[src/rtl/fifo_downsizer_pkg.sv]
// Shared helpers for the FIFO downsizer: lane-count and lane-index width functions.
// Optional beat counter is enabled with FIFO_DOWNSIZER_BEATCNT_EN.
package fifo_downsizer_pkg;

  localparam int BEATCNT_W = 32;

  function automatic int ratio(input int in_w, input int out_w);
    return (out_w > 0) ? (in_w / out_w) : 1;
  endfunction

  // A single-lane configuration still needs a 1-bit counter.
  function automatic int clog2_min1(input int r);
    return (r <= 2) ? 1 : $clog2(r);
  endfunction

endpackage

[src/rtl/fifo_downsizer_lane_mux.sv]
// Combinational lane select: picks OUT_W-bit lane cnt out of the held IN_W-bit word.
// Lane 0 is the least significant slice.
module fifo_downsizer_lane_mux
  import fifo_downsizer_pkg::*;
#(
  parameter int IN_W  = 128,
  parameter int OUT_W = 32,
  parameter int RATIO = ratio(IN_W, OUT_W),
  parameter int CNT_W = clog2_min1(RATIO)
) (
  input  logic [IN_W-1:0]  hold,
  input  logic [CNT_W-1:0] cnt,
  output logic [OUT_W-1:0] data
);

  // AND-OR mux over all lanes
  always_comb begin
    data = {OUT_W{1'b0}};
    for (int i = 0; i < RATIO; i++) begin
      data = data | (hold[i*OUT_W +: OUT_W] & {OUT_W{cnt == CNT_W'(i)}});
    end
  end

endmodule

[src/rtl/fifo_downsizer.sv]
// Dequeue-side drain stage: pops IN_W-bit words from a show-ahead FIFO and emits
// RATIO narrow beats per word. Define FIFO_DOWNSIZER_BEATCNT_EN to add beat_cnt.
module fifo_downsizer
  import fifo_downsizer_pkg::*;
#(
  parameter int IN_W  = 128,
  parameter int OUT_W = 32
) (
  input  logic             CLK,
  input  logic             RST,
  input  logic             CLR,
  input  logic             fifo_empty_n,
  input  logic [IN_W-1:0]  fifo_d,
  output logic             fifo_deq,
  output logic             o_valid,
  input  logic             o_ready,
  output logic [OUT_W-1:0] o_data,
  output logic             o_first,
  output logic             o_last,
  output logic             idle
`ifdef FIFO_DOWNSIZER_BEATCNT_EN
  ,
  output logic [BEATCNT_W-1:0] beat_cnt
`endif
);

  localparam int RATIO = ratio(IN_W, OUT_W);
  localparam int CNT_W = clog2_min1(RATIO);
  localparam logic [CNT_W-1:0] LAST_LANE = CNT_W'(RATIO - 1);

  generate
    if ((IN_W % OUT_W) != 0) begin : g_width_check
      $error("fifo_downsizer: IN_W must be a multiple of OUT_W");
    end
  endgenerate

  logic [IN_W-1:0]  hold_r;
  logic             hold_v_r;
  logic [CNT_W-1:0] cnt_r;
  logic             acc_s;
  logic             done_s;

  // Handshake decode; the pop for the next word overlaps the last beat of this one
  always_comb begin
    acc_s    = hold_v_r & o_ready;
    done_s   = acc_s & (cnt_r == LAST_LANE);
    fifo_deq = fifo_empty_n & ~RST & ~CLR & (~hold_v_r | done_s);
  end

  // Held word, valid flag and lane counter
  always_ff @(posedge CLK) begin
    if (RST || CLR) begin
      hold_v_r <= 1'b0;
      cnt_r    <= {CNT_W{1'b0}};
    end else if (fifo_deq) begin
      hold_r   <= fifo_d;
      hold_v_r <= 1'b1;
      cnt_r    <= {CNT_W{1'b0}};
    end else if (done_s) begin
      hold_v_r <= 1'b0;
      cnt_r    <= {CNT_W{1'b0}};
    end else if (acc_s) begin
      cnt_r    <= cnt_r + CNT_W'(1);
    end else begin
      cnt_r    <= cnt_r;
    end
  end

  fifo_downsizer_lane_mux #(
    .IN_W  (IN_W),
    .OUT_W (OUT_W),
    .RATIO (RATIO),
    .CNT_W (CNT_W)
  ) u_lane_mux (
    .hold (hold_r),
    .cnt  (cnt_r),
    .data (o_data)
  );

  // Stream flags, all derived from registered state
  always_comb begin
    o_valid = hold_v_r;
    o_first = hold_v_r & (cnt_r == {CNT_W{1'b0}});
    o_last  = hold_v_r & (cnt_r == LAST_LANE);
    idle    = ~hold_v_r;
  end

`ifdef FIFO_DOWNSIZER_BEATCNT_EN
  logic [BEATCNT_W-1:0] beat_cnt_r;

  // Saturating count of accepted beats
  always_ff @(posedge CLK) begin
    if (RST || CLR) begin
      beat_cnt_r <= {BEATCNT_W{1'b0}};
    end else if (acc_s && (beat_cnt_r != {BEATCNT_W{1'b1}})) begin
      beat_cnt_r <= beat_cnt_r + BEATCNT_W'(1);
    end else begin
      beat_cnt_r <= beat_cnt_r;
    end
  end

  assign beat_cnt = beat_cnt_r;
`endif

endmodule
[config.mk]
export PLATFORM = sky130hd
export DESIGN_NAME = fifo_downsizer
export DESIGN_NICKNAME = d
export VERILOG_FILES = /design/src/rtl/fifo_downsizer_pkg.sv /design/src/rtl/fifo_downsizer_lane_mux.sv /design/src/rtl/fifo_downsizer.sv
export SDC_FILE = /design/constraint.sdc
export NUM_CORES = 1
export LEC_CHECK = 0
export BUFFER_PORTS_ARGS = -buffer_cell sky130_fd_sc_hd__buf_2
export CORE_AREA = 2 2 102 104
export CTS_CLUSTER_SIZE = 16
export DETAILED_ROUTE_END_ITERATION = 8
export DIE_AREA = 0 0 104 106
export PLACE_DENSITY = 0.82
export SLEW_MARGIN = 10
export SYNTH_ARGS = -nofsm -noshare
export SYNTH_HDL_FRONTEND = slang
export SYNTH_SLANG_ARGS = --single-unit
[constraint.sdc]
create_clock -name CLK -period 5.03 [get_ports CLK]
set_input_delay 0.2515 -clock CLK [delete_from_list [all_inputs] [get_ports CLK]]
set_output_delay 0.2515 -clock CLK [all_outputs]
set_load 0.005 [all_outputs]
==> impl_metrics.tcl, run 1 <==
set metrics [dict create \
    synthArstFlopShare_pct 0 \
    numCtsBuffers 17 \
    cts_setup_buffers 0 \
    hold_buffers 119 \
    row_count 37 \
    die_w_um 104 \
    synthCells 262 \
    synth_common_cells "edfxtp_1 (128), a22oi_1 (64), nand2_1 (32)" \
    post_cts_resized 0 \
    synth.most_common_cell "edfxtp_1" \
    ys_ff_latch 131 \
    yosysWarnings 0 \
    status "aborted with a tool error" \
    yosysSeqAreaShare_pct 82.1 \
    synthFlopType "edfxtp_1" \
    yosysTopAreaCell "edfxtp_1" \
    synth_edf_count 128 \
    clockBufferDepth 2 \
    synth_top_cell_area_share_pct 80.8 \
    toolErrorMsg "[ERROR RSZ-0060] Max buffer count reached." \
    synth_cell_types 19 \
    post-dp-hpwl_um 6630 \
    num_io_pins 170 \
    clockRootBuffer "clkbuf_8" \
    synthesis.area_um2 4760 \
    stop_stage "clock tree synthesis (4_1_cts)" \
    io_buffers 169 \
    synth_nets 399 \
    routabilityCongestion 0.763 \
    ys_top_cells_by_area "edfxtp_1 (81%), a22oi_1 (10%), nand2_1 (2.5%), dfxtp_1 (1.3%), ha_1 (1.1%)" \
    htreeDepth 4 \
    die_h_um 106 \
    syn-mean-instance-area_um2 18.2 \
    start_util_pct 47.6 \
    cts.sinks 131 \
]
[stage by stage]
step,utilization [%],setup slack [ns],hold slack (ns),std cells,cell area [µm²]
after floorplan,-,0.721,0.327,262,4760
after global placement,57.6,2.24,0.429,558,5760
after detailed placement,57.6,2.13,0.430,558,5760
[logic make-up after synthesis]
logic type	after synthesis	share of synthesized area [%]
compound gates	70	11.5
buf+inv	17	1.63
simple gates	40	3.79
flops	131	82.1
fa+ha+maj	4	1.05
==> run 2: changes to the inputs <==
Settings changed: CORE_AREA 2 2 102 104 to 2 2 120 122, CTS_CLUSTER_SIZE 16 to unset, DIE_AREA 0 0 104 106 to 0 0 122 124, PLACE_DENSITY 0.82 to unset, PLACE_DENSITY_LB_ADDON set to 0.15.
==> impl_metrics.tcl, run 2 <==
set metrics [dict create \
    status "completed" \
    critPathMaxStageDelay_ns 0.95 \
    grt_max_degree 71 \
    path_clk_slew_ns 0.06 \
    dr.first_iter.drc_count 167 \
    cp_cell_sequence "ha_2 > a21boi_0 > and3b_4 > buf_12" \
    synth_adder_area_share_pct 1.05 \
    cts.sinks 131 \
    remaining_drc_errors 0 \
    layout_commonest_cell "buf_2" \
    yosysTopAreaCell "edfxtp_1" \
    worstHoldPathType "primary input to register" \
    drive_gt1_share_pct 42.2 \
    cts_tree "yes" \
    crit_cells 4 \
    synth_edf_count 128 \
    worstPathArrival_ns 3.28 \
    layout_common_cells "buf_2 (169), edfxtp_1 (128), a22oi_1 (64)" \
    ys_top_cells_by_area "edfxtp_1 (81%), a22oi_1 (10%), nand2_1 (2.5%), dfxtp_1 (1.3%), ha_1 (1.1%)" \
    timing.critical_path.buf_inv 1 \
    worst_pin_slew_ns 0.895 \
    pre_cts_slack_ns 1.76 \
    drv_cap 0 \
    fmax_mhz 311 \
    dr.pass1.iters 4 \
    synthXorXnorAreaFrac_pct 0 \
    yosysSeqAreaShare_pct 82.1 \
    syn-mean-instance-area_um2 18.2 \
    clockBufferDepth 2 \
    num_io_pins 170 \
    post-dp-hpwl_um 6970 \
    required_ns 5.10 \
    core_area_um2 13700 \
    worstSetupStartpointType "register" \
    synth.most_common_cell "edfxtp_1" \
    crit_type "register to register" \
    grt_usage_pct 15.0 \
    hold-path-cell-count 1 \
    synth_mux_area_share_pct 0 \
    synth_top_family_by_area "compound AO/OA/AOI/OAI gates" \
    io_buffers 169 \
    synthFlopType "edfxtp_1" \
    post_cts_resized 0 \
    numCtsBuffers 17 \
    synthesis.area_um2 4760 \
    grt_pass1_vias 3252 \
    largest_reg_flops 128 \
    syn_to_final_growth_pct 42.8 \
    rr_worst_depth 4 \
    post-route-min-period_ns 3.21 \
    p_per_area_nw_per_um2 369 \
    rsz0062_at_grt "false" \
    synth-compound-area-share_pct 11.5 \
    yosysWarnings 0 \
    nets 619 \
    path_delay_family "simple AND/OR/NAND/NOR gates" \
    wl_um 11000 \
    slew_headroom_pct 40.3 \
    hold_viol 0 \
    via_count 3089 \
    synth_common_cells "edfxtp_1 (128), a22oi_1 (64), nand2_1 (32)" \
    via_per_inst 4.58 \
    fin_hold_ws_ns 0.0192 \
    fin_skew_ns 0.00516 \
    cp_max_fo 70 \
    antenna_found_initial 0 \
    fin_setup_tns_ns 0 \
    die_h_um 124 \
    finalMaxSlewViolations 0 \
    design.die.area_um2 15100 \
    synth_cell_types 19 \
    synthArstFlopShare_pct 0 \
    routabilityCongestion 0.713 \
    ys_ff_latch 131 \
    slowest_stage "and3b_4" \
    regMostFlops "hold_r" \
    row_count 43 \
    leakage_uw 0.00266 \
    ir_worst_vdd_mv 0.296 \
    grt_first_pass_wirelength_um 16400 \
    htreeDepth 4 \
    yosys.area_share.simple_pct 3.79 \
    fin_util_pct 49.5 \
    synthCells 262 \
    min_period_over_period_pct 63.9 \
    ant_nets 0 \
    setup_viol 0 \
    n_antenna_cell 0 \
    grt-ovfl-total 0 \
    clock_latency_ns 0.41 \
    synth_top_cell_area_share_pct 80.8 \
    clockRootBuffer "clkbuf_16" \
    die_w_um 122 \
    synth_nets 399 \
    start_util_pct 34.7 \
    fin_ws_ns 1.82 \
    crit_path_end_kind "register" \
    wire_per_inst_um 16.2 \
]
## run 2: cell counts after synthesis
Identical to the previous run, type by type.
## run 2: worst paths after layout
path,endpoint,start,slack [ns]
setup / recovery,hold_r[32],cnt_r[0],1.82
hold / removal,hold_r[52],fifo_d[52],0.02
setup reg to reg,hold_r[32],cnt_r[0],1.82
hold reg to reg,cnt_r[1],cnt_r[1],0.62
## run 2: metrics by stage
step | instance area (µm²) | std cells | power [µW]
after global routing | 6790 | 675 | 2600
after CTS | 6760 | 672 | 2540
after detailed placement | 5810 | 601 | 1360
final | 6790 | 675 | 2500
after global placement | 5810 | 601 | 1360
after floorplan | 4760 | 262 | 1290
## run 2: final cells by class
cell class                      instances  area (µm²)
Clock buffer                           18         429
Clock inverter                         14         131
Fill cell                            1191        6930
Inverter                                3        11.3
Multi-Input combinational cell        114         782
Sequential cell                       131        3900
Tap cell                              180         225
Timing Repair Buffer                  215        1310
## run 2: timing repair
item	in CTS	in global routing
setup buffers	0	0
endpoints found under the hold margin	39	3
hold buffers	39	3
## run 2: power breakdown
group,internal [µW],leakage (µW),total [µW],switching (µW)
combinational,71.1,0.00121,120,48.6
sequential,1230,0.00120,1240,7.83
clock,683,0.000253,1140,460
## run 2: cells by family after synthesis
logic type,count (synthesis)
simple gates,40
fa+ha+maj,4
flops,131
buf+inv,17
compound gates,70
## run 2: routing by layer
metal / up-vias / global-route usage, % / share of wire, %
met5: - / 0 / 0
met4: 0 / 7.26 / 1.5
met3: 12 / 5.22 / 7.8
met2: 115 / 26.9 / 54
met1: 1462 / 15.8 / 37
li1: 1500 / - / -
## run 2: worst register-to-register path, cell delays in order (launching register included)
cell and delay [ns]:
dfxtp_1 0.40, ha_2 0.74, a21boi_0 0.28, and3b_4 0.95, buf_12 0.42
Note: power is estimated with default switching activity, not from simulation.
